File: src/rtl/dac_sample_feeder.sv
// dac_sample_feeder: sample FIFO feeding a DAC7611 serializer at a programmable
// rate. A free-running divider produces sample ticks; each tick either loads the
// FIFO head into the output register, flags underflow on an empty FIFO, or counts
// an overrun when the previous sample has not yet been taken.
// Optional feature: define DAC_FEEDER_RAMP_TEST_EN to add the ramp_mode input,
// which replaces FIFO data with an incrementing test ramp on each tick.
module dac_sample_feeder #(
  parameter int DEPTH = 16,
  parameter int DIV_W = 16
) (
  input  logic                   clk,
  input  logic                   reset,
`ifdef DAC_FEEDER_RAMP_TEST_EN
  input  logic                   ramp_mode,
`endif
  input  logic                   wr_en,
  input  logic [11:0]            wr_data,
  output logic                   full,
  output logic                   empty,
  output logic [$clog2(DEPTH):0] level,
  input  logic [DIV_W-1:0]       rate_div,
  output logic [11:0]            dac_code,
  output logic                   dac_valid,
  input  logic                   dac_ready,
  output logic                   underflow,
  output logic [7:0]             overrun_cnt
);
  localparam int AW = $clog2(DEPTH);
  localparam int LW = AW + 1;

  logic [11:0]      mem_q [DEPTH];
  logic [AW-1:0]    wp_q, wp_d, rp_q, rp_d;
  logic [LW-1:0]    lvl_q, lvl_d;
  logic [DIV_W-1:0] cnt_q, cnt_d;
  logic [11:0]      code_q, code_d;
  logic             vld_q, vld_d;
  logic             unf_q, unf_d;
  logic [7:0]       ovr_q, ovr_d;
  logic             tick, take, push, pop, ramp;

`ifdef DAC_FEEDER_RAMP_TEST_EN
  assign ramp = ramp_mode;
`else
  assign ramp = 1'b0;
`endif

  // '>=' rather than '==' so lowering rate_div below the running count
  // still yields a tick and wraps the counter instead of running to 2^DIV_W.
  assign tick  = (cnt_q >= rate_div);
  // A tick may load a new sample when nothing is pending or the pending one
  // is being taken in this same cycle.
  assign take  = tick && (!vld_q || dac_ready);
  assign full  = (lvl_q == LW'(DEPTH));
  assign empty = (lvl_q == '0);
  // Push is qualified on the pre-pop full flag; pop on the pre-push empty
  // flag, so a push into an empty FIFO on a tick still reports underflow.
  assign push  = wr_en && !full;
  assign pop   = take && !ramp && !empty;

  assign level       = lvl_q;
  assign dac_code    = code_q;
  assign dac_valid   = vld_q;
  assign underflow   = unf_q;
  assign overrun_cnt = ovr_q;

  // Next-state for divider, FIFO pointers/level and output handshake.
  always_comb begin
    cnt_d  = tick ? '0 : cnt_q + DIV_W'(1);
    wp_d   = push ? wp_q + AW'(1) : wp_q;
    rp_d   = pop  ? rp_q + AW'(1) : rp_q;
    lvl_d  = lvl_q + LW'(push) - LW'(pop);
    code_d = code_q;
    vld_d  = vld_q;
    unf_d  = unf_q;
    ovr_d  = ovr_q;
    if (take) begin
      vld_d = 1'b1;
      if (ramp)        code_d = code_q + 12'd1;
      else if (!empty) code_d = mem_q[rp_q];
      else             unf_d  = 1'b1;
    end else if (tick) begin
      // Tick while the previous sample is still pending: drop it and count.
      if (ovr_q != 8'hFF) ovr_d = ovr_q + 8'd1;
    end else if (vld_q && dac_ready) begin
      vld_d = 1'b0;
    end
  end

  // Control state with asynchronous reset; reset discards all queued data.
  always_ff @(posedge clk or negedge reset) begin
    if (!reset) begin
      cnt_q  <= '0;
      wp_q   <= '0;
      rp_q   <= '0;
      lvl_q  <= '0;
      code_q <= 12'd0;
      vld_q  <= 1'b0;
      unf_q  <= 1'b0;
      ovr_q  <= 8'd0;
    end else begin
      cnt_q  <= cnt_d;
      wp_q   <= wp_d;
      rp_q   <= rp_d;
      lvl_q  <= lvl_d;
      code_q <= code_d;
      vld_q  <= vld_d;
      unf_q  <= unf_d;
      ovr_q  <= ovr_d;
    end
  end

  // Sample storage; contents are don't-care until written, so no reset.
  always_ff @(posedge clk) begin
    if (push) mem_q[wp_q] <= wr_data;
  end

endmodule

File: config.mk
export PLATFORM = sky130hd
export DESIGN_NAME = dac_sample_feeder
export DESIGN_NICKNAME = d
export VERILOG_FILES = /design/src/rtl/dac_sample_feeder.sv
export SDC_FILE = /design/constraint.sdc
export NUM_CORES = 1
export LEC_CHECK = 0
export BUFFER_PORTS_ARGS = -buffer_cell sky130_fd_sc_hd__buf_2
export CAP_MARGIN = 20
export CORE_ASPECT_RATIO = 2
export CORE_MARGIN = 2
export CORE_UTILIZATION = 55
export DETAILED_ROUTE_END_ITERATION = 16
export GPL_ROUTABILITY_DRIVEN = 0
export GPL_TIMING_DRIVEN = 1
export PLACE_DENSITY = 0.73
export SLEW_MARGIN = 5
export SYNTH_ARGS = -nofsm -noshare
export SYNTH_HDL_FRONTEND = slang
export SYNTH_SLANG_ARGS = --single-unit
File: constraint.sdc
create_clock -name clk -period 5.8 [get_ports clk]
set_clock_uncertainty 0.15 [all_clocks]
set_input_delay 0.87 -clock clk [delete_from_list [all_inputs] [get_ports clk]]
set_output_delay 0.87 -clock clk [all_outputs]
set_load 0.02 [all_outputs]
==> impl_metrics.ini, run 1 <==
[sta]
min_period_ps = 3720
finalCritPeriodShare_pct = 64.2
setup_tns_ps = 0
worst-slew-pin-transition_ps = 1060
rsz0062_at_grt = no
slew_headroom_pct = 29.1
fmax_ghz = 0.269
finalHoldViolCount = 0
setup_violations = 0
maxSlewViolCount = 0

[route]
route.vias.total = 5167
first_pass_iters = 4
ant_nets = 0
routed_wl_um = 20900
drt-wirelength-per-cell_um = 24.4
viasPerCell = 6.05
drc_errors = 0
first_iter_violations = 239

[grt]
grt_pass1_wl_um = 31800
grt_antenna_before_repair = 1
gr-usage-all-layers_pct = 22.0
overflow = 0
grt_pass1_vias = 5613
grt_max_degree = 52

[floorplan]
num_rows = 70
die_w_um = 100
core-area_um2 = 18200
die_area_um2 = 19600
io_pins = 61
dieHeight_um = 196
initial_utilization_pct = 55.8

[worst_setup_path]
reg2reg_slack_ps = 2120
cp.arrival_ps = 3950
r2r-start = cnt_q[5]
crit_path_start = rate_div[1]
crit_required_ps = 6030
crit_fanout = 15
cp-start-kind = input pin
critPathCaptureType = flip-flop
r2r-end = level[4]
critPathKind = input pin to flip-flop
rr_worst_depth = 17

[status]
status = finished, final reports clean

[clock_network]
clockRootBuffer = clkbuf_16
clk_pin_slew_ps = 70
cts_max_level = 1
post_cts_buffers = 0
cts_tree = done
hold_buffers = 0
cts_resized = 0
cts_buffer_depth = 3
cts_sinks = 243
cts_buffers = 21
insertion_delay_ps = 490

[min_path]
hp-class = flip-flop to flip-flop
hold_path_end = underflow
min-delay-start = underflow
hold_path_depth = 1

[power]
vdd_drop_max_mv = 0.266
powerDensity_nw_per_um2 = 381
p_leak_nw = 4.33

[logic_synthesis]
yosys_warnings = 0
synth_cell_type_count = 40
syn_area_per_cell_um2 = 18.4
synth_area_um2 = 10200
synth_edf_count = 192
synth-seq-cells = 243
synthCells = 552
syn-num-nets = 614
synth_ff_type = edfxtp_1
yosysSeqAreaShare_pct = 69.3
async_reset_ff_share_pct = 21.0

[final_layout]
syn_to_final_growth_pct = 13.3
fill_cells = 1263
nets = 685
layout-drive-gt1-share_pct = 26.5
fin_area_um2 = 11500
final_cell_mix = 192 x edfxtp_1, 60 x buf_2, 49 x dfrtp_1
final_common_cell = edfxtp_1

[placed_design]
dpl.hpwl_um = 12700
post_dp_cell_area_um2 = 10700
portBuffers = 60

[job]
max_cap_violations = 0
-- Yosys cell counts (all sizes together) (2+ instances only) --
master	count	area, µm²
o21ai	4	20.0
nor2b	2	12.5
inv	37	139
clkbuf	10	37.5
xnor2	18	158
mux4	60	1430
nand2b	3	18.8
ha	29	363
mux2	14	158
and3	7	43.8
nand4	8	50.1
a21oi	8	40.0
edfxtp	192	5770
buf	11	87.6
nand3	16	85.1
and2	9	56.3
nand2	15	56.3
nor2	28	105
nor4	4	25.0
or3	2	12.5
xor2	11	96.3
dfrtp	51	1280
-- state kept, by name, indices dropped and copies added, names as in the netlist --
register     cells
dac_code        12
cnt_q           16
underflow        1
overrun_cnt      8
rp_q             4
dac_valid        1
level            5
mem_q          192
wp_q             4
-- how the worst max path moves through the flow --
stage | endpoint | slack (ps)
2_1_floorplan | level[4] | 1890
3_3_place_gp | level[4] | 1700
3_5_place_dp | level[4] | 1590
4_1_cts | level[4] | 2100
5_1_grt | level[4] | 1810
6_report | level[4] | 2080
-- worst max-delay path: stages --
cell	delay [ps]
buf_2	70
inv_1	30
ha_1	290
nor2b_1	140
o211a_1	210
o311ai_1	300
o211ai_2	160
nand3_2	410
inv_1	90
ha_1	280
inv_1	50
ha_1	160
inv_1	60
fa_1	400
inv_1	80
a21oi_1	60
nor2_1	90
nor2_1	50
xnor2_1	110
-- metrics by stage --
step / power [mW] / cells / worst slack (ps) / utilization [%] / hold WS, ps
2_1_floorplan: 2.62 / 552 / 1890 / - / 326
3_3_place_gp: 2.81 / 814 / 1700 / 58.7 / 300
3_5_place_dp: 2.86 / 815 / 1590 / 58.8 / 314
4_1_cts: 4.41 / 852 / 2100 / 63.1 / 330
5_1_grt: 4.56 / 854 / 1810 / 63.2 / 358
6_report: 4.39 / 854 / 2080 / 63.2 / 326
-- layout make-up --
type | count | area, µm² | share of cell area (%)
Multi-Input combinational cell | 251 | 2890 | 25.1
Timing Repair Buffer | 69 | 393 | 3.41
Inverter | 37 | 139 | 1.21
Tap cell | 216 | 270 | 2.35
Clock buffer | 25 | 561 | 4.87
Sequential cell | 243 | 7040 | 61.2
Antenna cell | 1 | 2.50 | 0.0217
Clock inverter | 12 | 216 | 1.88
-- kinds of logic (layout without fill, tap and decap cells) --
family,count (synthesis),count (layout),synth area share (%)
and+or+nand+nor,97,97,4.77
xor gates and xnor gates,29,29,2.50
buffers and inverters,58,143,2.60
adders and majority gates,30,30,3.77
DFF,243,243,69.3
AOI/OAI and AO/OA,21,21,1.37
other,0,1,0
muxes,74,74,15.7
-- power breakdown --
part / switching, mW / internal [mW]
logic: 0.372 / 0.259
registers: 0.114 / 2.08
clock network: 0.604 / 0.961
-- per-layer routing --
metal / track usage, % / vias to the layer above / share of wire (%)
met1: 25.3 / 2674 / 35
met3: 2.32 / 58 / 4.0
li1: - / 2291 / -
met2: 41.2 / 144 / 56
met5: 0 / - / 0
met4: 8.88 / 0 / 4.2
Note: power is estimated with default switching activity, not from simulation.
==> run 2, diff against run 1 <==
clock period = 3.7 ns   (was 5.8 ns; I/O delays follow)
==> impl_metrics.ini, run 2 (synthesis results as in run 1) <==
[status]
status = finished, final reports clean

[grt]
grt_pass1_vias = 5425
gr-usage-all-layers_pct = 21.5
grt_pass1_wl_um = 30900
overflow = 0
grt_max_degree = 39
grt_antenna_before_repair = 1

[sta]
slew_headroom_pct = 40.1
setup_tns_ps = 0
min_period_ps = 3270
maxSlewViolCount = 0
worst-slew-pin-transition_ps = 899
finalCritPeriodShare_pct = 88.4
rsz0062_at_grt = no
fmax_ghz = 0.306
setup_violations = 0
finalHoldViolCount = 0

[route]
drt-wirelength-per-cell_um = 23.6
first_iter_violations = 412
ant_nets = 0
first_pass_iters = 4
viasPerCell = 6.02
routed_wl_um = 20400
drc_errors = 0
route.vias.total = 5204

[min_path]
hold_path_depth = 1
min-delay-start = wr_data[0]
hold_path_end = mem_q[2][0]
hp-class = input pin to flip-flop

[power]
p_switching_mw = 1.66
vdd_drop_max_mv = 0.372
p_seq_share_pct = 53.4
powerDensity_nw_per_um2 = 563
p_leak_nw = 4.31
combinationalPowerShare_pct = 15.3
power.total_mw = 6.44
switching_share_pct = 25.7
p_int_mw = 4.78
pwr-share-clk_pct = 31.3

[clock_network]
cts_buffers = 20
cts_buffer_depth = 3
clk_pin_slew_ps = 70
cts_tree = done
clockRootBuffer = clkbuf_16
insertion_delay_ps = 500
cts_sinks = 243
post_cts_buffers = 0
cts_max_level = 1

[final_layout]
syn_to_final_growth_pct = 12.7
nets = 696
final_cell_mix = 192 x edfxtp_1, 60 x buf_2, 49 x dfrtp_1
largest_reg_flops = 192
final_common_cell = edfxtp_1
top_register = mem_q
layout-drive-gt1-share_pct = 26.1

[floorplan]
initial_utilization_pct = 55.8
io_pins = 61
die_area_um2 = 19600
dieHeight_um = 196
die_w_um = 100
num_rows = 70
core-area_um2 = 18200

[worst_setup_path]
rr_worst_depth = 17
crit_required_ps = 3930
cp.arrival_ps = 3500
crit_fanout = 5
cp-start-kind = flip-flop
critPathCaptureType = flip-flop
critPathKind = flip-flop to flip-flop
r2r-start = cnt_q[13]
reg2reg_slack_ps = 430
r2r-end = level[4]
crit_path_start = cnt_q[13]

[placed_design]
portBuffers = 60
dpl.hpwl_um = 13400

[job]
max_cap_violations = 0
==> run 2: cell count changes in the layout (fill, tap and decap cells not counted), sizes merged <==
cell         change
bufinv           -5
clkinvlp         +1
buf             +11
inv              -2
clkinv           +5
dlygate4sd3      +1
==> run 2: worst max path at each step <==
stage	end	slack, ps	cells past startpoint
global route	level[4]	140	17
finish	level[4]	430	17
global placement	level[4]	240	19
CTS	level[4]	410	17
floorplan	level[4]	110	19
detailed placement	level[4]	160	19
==> run 2: through the flow <==
stage               util, %  cells  setup slack [ps]  hold WS [ps]  instance area, µm²
detailed placement     59.2    826               158           305               10800
global route           62.8    865               141           279               11400
finish                 62.8    865               429           276               11400
CTS                    62.7    863               413           268               11400
floorplan                 -    552               110           109               10200
global placement       59.2    826               243           301               10800
==> run 2: what timing repair did <==
| item | 4_1_cts | 5_1_grt |
|---|---|---|
| endpoints found under the setup margin | 0 | 0 |
| hold endpoints to repair | 22 | 0 |
| hold buffers | 1 | 0 |
| resized for setup | 0 | 0 |
==> run 2: critical path: stages, from the launching register on <==
cell	delay [ps]
dfrtp_1	420
ha_1	310
nand4_1	180
nor3_1	350
o311ai_1	180
o211ai_2	130
nand3_2	120
inv_1	70
ha_1	220
inv_1	60
ha_1	150
inv_1	50
fa_1	390
inv_1	70
a21oi_1	60
nor2_1	90
nor2_1	50
xnor2_1	110
==> run 2: cell type report <==
cell class / instances / area, µm²
diodes: 1 / 2.50
clock buffers: 25 / 541
clock inverters: 11 / 78.8
fillers: 1270 / 6770
inverters: 37 / 139
multi-input cells: 251 / 2880
flip-flops and latches: 243 / 7040
well taps: 216 / 270
repair buffers: 81 / 493
==> run 2: layer usage <==
layer / global-route usage [%] / vias to the layer above / share of wire (%)
li1: - / 2321 / -
met1: 24.8 / 2694 / 35
met2: 40.4 / 145 / 57
met3: 2.42 / 44 / 4.3
met4: 7.76 / 0 / 3.2
met5: 0 / - / 0
==> run 2: power by group through the flow <==
stage | registers (mW) | logic (mW) | clock network (mW)
2_1_floorplan | 3.45 | 0.648 | 0
3_3_place_gp | 3.47 | 0.943 | 0
3_5_place_dp | 3.50 | 0.999 | 0
4_1_cts | 3.44 | 1.00 | 2.06
5_1_grt | 3.47 | 1.08 | 2.15
6_report | 3.44 | 0.987 | 2.01
